### src/rtl/fetch_seq.sv
// fetch_seq: instruction fetch sequencer sitting in front of the instruction ROM.
// It owns the program counter, registers the ROM word into an instruction
// register and offers it downstream over a valid/ready handshake. It also
// provides start, abort, loop-wrap and halt-word control.
//
// Ports:
//   clk, rst          system clock, synchronous active-high reset
//   start             begin a run (honoured only in IDLE or DONE)
//   abort             cancel the run and return to IDLE
//   loop_en           wrap LAST_ADDR -> START_ADDR instead of finishing
//   addr_ROM          ROM address, driven directly from pc
//   d_ROM             combinational ROM data for addr_ROM
//   instr/instr_valid registered instruction and its valid flag
//   instr_ready       downstream accepts instr on this edge
//   pc                program counter
//   busy/done         run in progress / run completed
//   fetch_cnt         saturating count of transfers in the current run
module fetch_seq #(
    parameter int unsigned       ADDR_W     = 4,
    parameter int unsigned       DATA_W     = 32,
    parameter logic [ADDR_W-1:0] START_ADDR = ADDR_W'(0),
    parameter logic [ADDR_W-1:0] LAST_ADDR  = ADDR_W'(15),
    parameter logic [DATA_W-1:0] HALT_CODE  = DATA_W'(32'hFFFF_FFFF),
    parameter int unsigned       CNT_W      = 8
) (
    input  logic              clk,
    input  logic              rst,
    input  logic              start,
    input  logic              abort,
    input  logic              loop_en,
    output logic [ADDR_W-1:0] addr_ROM,
    input  logic [DATA_W-1:0] d_ROM,
    output logic [DATA_W-1:0] instr,
    output logic              instr_valid,
    input  logic              instr_ready,
    output logic [ADDR_W-1:0] pc,
    output logic              busy,
    output logic              done,
    output logic [CNT_W-1:0]  fetch_cnt
);

    typedef enum logic [1:0] {
        S_IDLE  = 2'd0,
        S_FETCH = 2'd1,
        S_VALID = 2'd2,
        S_DONE  = 2'd3
    } state_t;

    localparam logic [CNT_W-1:0] CNT_MAX = '1;

    state_t             state_q, state_d;
    logic [ADDR_W-1:0]  pc_q, pc_d;
    logic [DATA_W-1:0]  instr_q, instr_d;
    logic               instr_valid_q, instr_valid_d;
    logic               busy_q, busy_d;
    logic               done_q, done_d;
    logic [CNT_W-1:0]   fetch_cnt_q, fetch_cnt_d;

    // State and datapath registers.
    always_ff @(posedge clk) begin
        if (rst) begin
            state_q       <= S_IDLE;
            pc_q          <= '0;
            instr_q       <= '0;
            instr_valid_q <= 1'b0;
            busy_q        <= 1'b0;
            done_q        <= 1'b0;
            fetch_cnt_q   <= '0;
        end else begin
            state_q       <= state_d;
            pc_q          <= pc_d;
            instr_q       <= instr_d;
            instr_valid_q <= instr_valid_d;
            busy_q        <= busy_d;
            done_q        <= done_d;
            fetch_cnt_q   <= fetch_cnt_d;
        end
    end

    // Next-state and next-register logic.
    always_comb begin
        state_d       = state_q;
        pc_d          = pc_q;
        instr_d       = instr_q;
        instr_valid_d = instr_valid_q;
        busy_d        = busy_q;
        done_d        = done_q;
        fetch_cnt_d   = fetch_cnt_q;

        // abort outranks start and the handshake; pc, instr and count are kept
        if (abort && (state_q != S_IDLE)) begin
            state_d       = S_IDLE;
            instr_valid_d = 1'b0;
            busy_d        = 1'b0;
            done_d        = 1'b0;
        end else begin
            unique case (state_q)
                S_IDLE, S_DONE: begin
                    if (start) begin
                        state_d     = S_FETCH;
                        pc_d        = START_ADDR;
                        fetch_cnt_d = '0;
                        busy_d      = 1'b1;
                        done_d      = 1'b0;
                    end
                end
                S_FETCH: begin
                    instr_d       = d_ROM;
                    instr_valid_d = 1'b1;
                    state_d       = S_VALID;
                end
                S_VALID: begin
                    if (instr_ready) begin
                        instr_valid_d = 1'b0;
                        if (fetch_cnt_q != CNT_MAX) begin
                            fetch_cnt_d = fetch_cnt_q + CNT_W'(1);
                        end
                        if (instr_q == HALT_CODE) begin
                            state_d = S_DONE;
                            busy_d  = 1'b0;
                            done_d  = 1'b1;
                        end else if (pc_q == LAST_ADDR) begin
                            if (loop_en) begin
                                pc_d    = START_ADDR;
                                state_d = S_FETCH;
                            end else begin
                                state_d = S_DONE;
                                busy_d  = 1'b0;
                                done_d  = 1'b1;
                            end
                        end else begin
                            pc_d    = pc_q + ADDR_W'(1);
                            state_d = S_FETCH;
                        end
                    end
                end
                default: state_d = S_IDLE;
            endcase
        end
    end

    assign addr_ROM    = pc_q;
    assign pc          = pc_q;
    assign instr       = instr_q;
    assign instr_valid = instr_valid_q;
    assign busy        = busy_q;
    assign done        = done_q;
    assign fetch_cnt   = fetch_cnt_q;

endmodule

### config.mk
export PLATFORM = sky130hd
export DESIGN_NAME = fetch_seq
export DESIGN_NICKNAME = d
export VERILOG_FILES = /design/src/rtl/fetch_seq.sv
export SDC_FILE = /design/constraint.sdc
export NUM_CORES = 1
export LEC_CHECK = 0
export BUFFER_PORTS_ARGS = -buffer_cell sky130_fd_sc_hd__buf_2
export CELL_PAD_IN_SITES_DETAIL_PLACEMENT = 1
export CELL_PAD_IN_SITES_GLOBAL_PLACEMENT = 2
export CORE_MARGIN = 3
export CORE_UTILIZATION = 24
export CTS_CLUSTER_SIZE = 16
export DETAILED_ROUTE_END_ITERATION = 12
export PLACE_DENSITY = 0.76
export SYNTH_ARGS = -nofsm -noshare
export SYNTH_HDL_FRONTEND = slang
export SYNTH_SLANG_ARGS = --single-unit
### constraint.sdc
create_clock -name clk -period 1.7 [get_ports clk]
set_input_delay 0.17 -clock clk [delete_from_list [all_inputs] [get_ports clk]]
set_output_delay 0.17 -clock clk [all_outputs]
set_load 0.02 [all_outputs]
==> results of run 1 <==
==> sequential cells by signal, indices dropped and copies added, names as in the netlist <==
signal and cells:
addr_ROM 4, busy 1, instr 32, state_q 2, fetch_cnt 8, instr_valid 1
done 1
==> metrics by stage <==
| stage | total power (W) | std cells |
|---|---|---|
| 2_1_floorplan | 0.00178 | 259 |
| 3_3_place_gp | 0.00213 | 470 |
| 3_5_place_dp | 0.00214 | 470 |
| 4_1_cts | 0.00288 | 482 |
| 5_1_grt | 0.00309 | 487 |
| 6_report | 0.00292 | 487 |
==> power by group through the flow <==
| stage | sequential (W) | combinational, W | clock, W |
|---|---|---|---|
| final | 0.00131 | 0.000890 | 0.000720 |
| after global routing | 0.00133 | 0.000976 | 0.000786 |
| after CTS | 0.00131 | 0.000825 | 0.000744 |
| after detailed placement | 0.00134 | 0.000809 | 0 |
| after global placement | 0.00133 | 0.000793 | 0 |
| after floorplan | 0.00145 | 0.000336 | 0 |
==> what timing repair did <==
item,CTS,global route
setup buffers,4,4
gates cloned,0,1
gates resized for setup,4,29
pin swaps,2,12
endpoints found under the setup margin,12,14
==> how the worst min path moves through the flow <==
stage	end	start	slack (ns)	depth (start not counted)
2_1_floorplan	instr[8]	d_ROM[8]	0.31	2
3_3_place_gp	instr[25]	d_ROM[25]	0.41	3
3_5_place_dp	instr[19]	d_ROM[19]	0.42	3
4_1_cts	instr[27]	d_ROM[27]	0.08	3
5_1_grt	instr[26]	d_ROM[26]	0.08	3
6_report	instr[3]	d_ROM[3]	0.08	3
==> worst max-delay path, cell delays in order, from the launching register on <==
cell and delay, ns:
dfxtp_2 0.36, inv_2 0.07, ha_4 0.33, o211ai_1 0.11
buf_4 0.17, o21bai_2 0.20, a21oi_2 0.07, mux2_4 0.26
==> cell families after synthesis <==
family / after synthesis
muxes: 2
adders and majority gates: 6
xor gates and xnor gates: 6
AOI/OAI and AO/OA: 58
buffers and inverters: 19
and+or+nand+nor: 119
DFF: 49
==> per-layer routing <==
metal  share of wire, %  up-vias  routed length (um)  track usage [%]
li1                   -     1137                   -                -
met1                 45     1069                3250             17.7
met2                 49       49                3530             21.4
met3                4.7        7                 337             2.84
met4                1.2        0                  90             4.04
met5                  0        -                   0                0
==> layout by cell type, fill, tap and decap left out, types with 4 or more instances in the layout <==
master	count
nor2_1	13
nor4_2	4
dfxtp_1	33
buf_4	40
nand3_1	6
a21oi_1	38
nand2_1	67
dfxtp_2	15
clkbuf_8	5
nand4_1	8
xnor2_1	6
buf_2	88
==> final cells by class <==
type                    count  area (um^2)
clock buffers               5         68.8
clock inverters             3         21.3
fillers                  1019         5240
inverters                   2         7.51
multi-input cells         192         1200
flip-flops and latches     49         1000
well taps                 105          131
repair buffers            131          792
==> results.py, run 1 <==
metrics = {
    "final_layout": {
        "area_delta_synth_final_pct": 49.3,
        "finish.instance_area_mm2": 0.00322,
        "diodes": 0,
        "drive_above_1_share_pct": 47.9,
        "finalNetCount": 425,
        "final_util_pct": 38.1,
    },
    "sta": {
        "fin_tns_setup_ns": 0,
        "finClkSkew_ns": 0.0121,
        "worst_pin_slew_ns": 0.364,
        "final_max_slew_viol_count": 0,
        "finalHoldViolations": 0,
        "period_share_pct": 98.4,
        "rsz0062_at_grt": "yes",
        "finalSetupViolations": 0,
        "setup_ws_ns": 0.0266,
        "max_freq_mhz": 598,
        "fin_crit_ns": 1.67,
        "maxSlewHeadroom_pct": 75.6,
        "holdWs_ns": 0.0827,
    },
    "synth": {
        "ys_top_cells_by_count": "67 x nand2_1, 49 x dfxtp_1, 40 x a21oi_1",
        "ys_seq_area_share_pct": 45.4,
        "synth.cell_area_mm2": 0.00216,
        "ys_top_cells_by_area": "dfxtp_1 45%, nand2_1 12%, a21oi_1 9.3%, ha_1 3.5%, nor2_1 2.4%",
        "synth_ff_type": "dfxtp_1",
        "synth_top_area_share_pct": 45.4,
        "synth.distinct_cells": 44,
        "synth_cells": 259,
        "syn_area_per_cell_um2": 8.33,
        "synth_most_common_cell": "nand2_1",
        "async_reset_ff_share_pct": 0,
        "yosys.area_share.simple_pct": 27.0,
        "synthAdderAreaFrac_pct": 3.48,
        "synth_xor_area_share_pct": 2.43,
        "synth_top_family_by_area": "simple AND/OR/NAND/NOR gates",
        "ys_warn_count": 0,
        "synth_area_leader_cell": "dfxtp_1",
        "synth-seq-cells": 49,
        "synth_edf_count": 0,
        "synth.mux.area_fraction_pct": 0.986,
        "synth_compound_area_share_pct": 16.5,
        "syn_nets": 303,
    },
    "drt": {
        "drc": 0,
        "routed_wl_mm": 7.21,
        "viasPerCell": 4.64,
        "wl_per_cell_um": 14.8,
        "antenna_left": 0,
        "drt-pass1-iter-count": 4,
        "via_count": 2262,
        "first_iter_violations": 47,
    },
    "status": {
        "status": "finished clean",
    },
    "power_and_ir_drop": {
        "ir_worst_vdd_mv": 0.319,
        "power.switching_w": 0.00101,
        "p_seq_share_pct": 44.9,
        "switching_share_pct": 34.4,
        "combPwrFrac_pct": 30.4,
        "leakagePower_nw": 1.44,
        "p_int_w": 0.00192,
        "clock_power_share_pct": 24.6,
        "pwr_density_cell_mw_per_mm2": 908,
    },
    "global_routing": {
        "grt_pass1_wl_mm": 11.0,
        "first_global_vias": 2230,
        "grt_usage_pct": 13.3,
        "grt_max_degree": 33,
        "grt_remaining_overflow": 0,
        "antenna_found_initial": 0,
    },
    "setup_path": {
        "crit_path_end_kind": "flip-flop",
        "worstPathArrival_ns": 1.87,
        "path_max_fanout": 6,
        "crit_end": "addr_ROM[0]",
        "reg2reg_slack_ns": 0.03,
        "critPathLaunch": "state_q[0]",
        "r2r_cells": 7,
        "timing.rr.start": "state_q[0]",
        "timing.rr.end": "addr_ROM[0]",
        "critPathLaunchType": "flip-flop",
        "crit_required_ns": 1.89,
        "critical_path_class": "reg -> reg",
    },
    "flow_run": {
        "max_cap_viol_count": 0,
    },
    "floorplanning": {
        "coreArea_mm2": 0.00846,
        "die_w_um": 101,
        "start_util_pct": 25.5,
        "rows": 33,
        "pin_count": 89,
        "die_h_um": 101,
        "dieArea_mm2": 0.0102,
    },
    "min_path": {
        "hold_path.class": "in -> reg",
    },
    "clock_tree": {
        "cts_hold_repair.buffers": 0,
        "clk_pin_slew_worst_paths_ns": 0.10,
        "clk_latency_ns": 0.31,
        "cts_buffers": 5,
        "cts_tree": "yes",
        "h-tree-depth": 2,
        "max-clock-path-buffers": 2,
        "clockRootBuffer": "clkbuf_8",
        "clock_sinks": 49,
    },
    "place": {
        "pre_cts_ws_ns": -0.0525,
        "gp_congestion": 0.764,
        "io_buffer_count": 88,
        "dp_hpwl_mm": 5.11,
        "post_dp_cell_area_mm2": 0.00296,
    },
}
Power figures use the tool's default switching activity.
==> inputs of run 2 (changes only) <==
--- a/config.mk
+++ b/config.mk
@@ -12,6 +12,7 @@
 export CORE_UTILIZATION = 24
 export CTS_CLUSTER_SIZE = 16
 export DETAILED_ROUTE_END_ITERATION = 12
+export GPL_TIMING_DRIVEN = 0
 export PLACE_DENSITY = 0.76
 export SYNTH_ARGS = -nofsm -noshare
 export SYNTH_HDL_FRONTEND = slang
==> run 2 against run 1 <==
Effect of this change:
- sequential share of layout area up 0.75 points
- utilization down 0.95 points
- largest power group unchanged
- combinational power shrank 9.6%
- clock power grew 17%
- maximum frequency is 1.6% higher
- first-iteration DRC count rose by 15%
- setup slack gained 0.027 ns
==> results.py, run 2 (synthesis results as in run 1) <==
metrics = {
    "status": {
        "status": "finished clean",
    },
    "sta": {
        "finClkSkew_ns": 0.0141,
        "period_share_pct": 96.9,
        "fin_tns_setup_ns": 0,
        "max_freq_mhz": 607,
        "final_max_slew_viol_count": 0,
        "finalSetupViolations": 0,
        "fin_crit_ns": 1.65,
        "worst_pin_slew_ns": 0.459,
        "finalHoldViolations": 0,
        "maxSlewHeadroom_pct": 69.4,
        "rsz0062_at_grt": "yes",
        "holdWs_ns": 0.0859,
    },
    "drt": {
        "antenna_left": 0,
        "drt-pass1-iter-count": 4,
        "viasPerCell": 4.64,
        "routed_wl_mm": 6.86,
        "drc": 0,
        "wl_per_cell_um": 14.5,
        "via_count": 2196,
        "first_iter_violations": 54,
    },
    "final_layout": {
        "area_delta_synth_final_pct": 45.6,
        "layout_common_cells": "91 x buf_2, 67 x nand2_1, 40 x dfxtp_1, 38 x a21oi_1, 21 x buf_4",
        "layout_commonest_cell": "buf_2",
        "finalNetCount": 411,
        "fillers": 1021,
        "diodes": 0,
        "largest_register_ffs": 32,
        "drive_above_1_share_pct": 43.5,
    },
    "floorplanning": {
        "pin_count": 89,
        "rows": 33,
        "die_h_um": 101,
        "start_util_pct": 25.5,
        "coreArea_mm2": 0.00846,
        "die_w_um": 101,
        "dieArea_mm2": 0.0102,
    },
    "flow_run": {
        "max_cap_viol_count": 0,
    },
    "power_and_ir_drop": {
        "leakagePower_nw": 1.38,
        "pwr_density_cell_mw_per_mm2": 944,
        "ir_worst_vdd_mv": 0.437,
    },
    "setup_path": {
        "crit_required_ns": 1.90,
        "critPathLaunchType": "flip-flop",
        "path_max_fanout": 4,
        "path_cells": "nand4_1 -> nor4_4 -> buf_4 -> a21oi_4 -> and3_1 -> a211o_1",
        "crit_path_top_delay_cell": "dfxtp_1",
        "cpPeakStageDelay_ns": 0.37,
        "worstPathArrival_ns": 1.85,
        "crit_path_end_kind": "flip-flop",
        "critical_path_class": "reg -> reg",
    },
    "place": {
        "io_buffer_count": 88,
        "gp_congestion": 0.719,
        "dp_hpwl_mm": 4.92,
    },
    "global_routing": {
        "antenna_found_initial": 0,
        "grt_max_degree": 16,
        "grt_pass1_wl_mm": 11.3,
        "first_global_vias": 2249,
        "grt_remaining_overflow": 0,
        "grt_usage_pct": 13.5,
    },
    "clock_tree": {
        "max-clock-path-buffers": 2,
        "clock_sinks": 49,
        "clk_pin_slew_worst_paths_ns": 0.10,
        "cts_hold_repair.buffers": 0,
        "cts_buffers": 5,
        "clockRootBuffer": "clkbuf_8",
        "cts_tree": "yes",
        "h-tree-depth": 2,
        "clk_latency_ns": 0.30,
    },
    "min_path": {
        "hold_path.class": "in -> reg",
    },
}
-- run 2: cell types whose count changed in the layout (fill, tap and decap cells not counted), sizes merged --
cell / before / now
clkinvlp: 1 / 0
clkbuf: 5 / 11
buf: 131 / 112
inv: 3 / 2
bufinv: 0 / 1
-- run 2: per-layer routing --
metal  track usage (%)  vias to the layer above  wire, um
met5                 0                        -         0
met4              4.04                        0        88
met3              2.56                        8       343
met2              22.9                       57      3250
met1              17.4                     1024      3180
li1                  -                     1107         -
-- run 2: final timing paths --
kind	startpoint	to	slack, ns	cells after the start
max	instr[30]	addr_ROM[3]	0.05	6
min	d_ROM[22]	instr[22]	0.09	3
max reg2reg	instr[30]	addr_ROM[3]	0.05	6
min reg2reg	instr[22]	instr[22]	0.47	2
-- run 2: timing repair --
item / CTS / global route
setup buffers: 10 / 4
endpoints found under the setup margin: 46 / 45
pin swaps: 6 / 14
gates cloned: 1 / 0
gates resized for setup: 30 / 18
-- run 2: report_power, final --
part | switching [W] | total, W | internal, W | leakage (nW)
Combinational | 0.000494 | 0.000805 | 0.000311 | 0.925
Clock | 0.000397 | 0.000840 | 0.000442 | 0.0554
Sequential | 0.0000776 | 0.00132 | 0.00124 | 0.404
-- run 2: critical path: cells and delay by family, from the launching register on --
kind,cells,cell delay (ns)
AND/OR/NAND/NOR,3,0.68
flip-flops,1,0.37
AO/OA/AOI/OAI,2,0.31
buffers and inverters,1,0.18
-- run 2: area by class of cell --
type                    count  area [um^2]  share of cell area, %
plain buffers              15         87.6                   2.79
clock inverters             2         38.8                   1.23
flip-flops and latches     49         1000                   31.9
multi-input cells         192         1250                   39.9
well taps                 105          131                   4.18
clock buffers               6         72.6                   2.31
inverters                   2         10.0                  0.319
repair buffers            102          546                   17.4
-- run 2: metrics by stage --
step           std cells  util [%]  worst slack (ns)  area [um^2]  total power (W)
6_report             473      37.1            0.0533         3140          0.00297
5_1_grt              473      37.1           -0.0500         3140          0.00315
4_1_cts              471      36.1          -0.00131         3060          0.00300
3_5_place_dp         452      32.5            -0.313         2750          0.00203
3_3_place_gp         452      32.5            -0.264         2750          0.00202
2_1_floorplan        259         -           0.00548         2180          0.00178
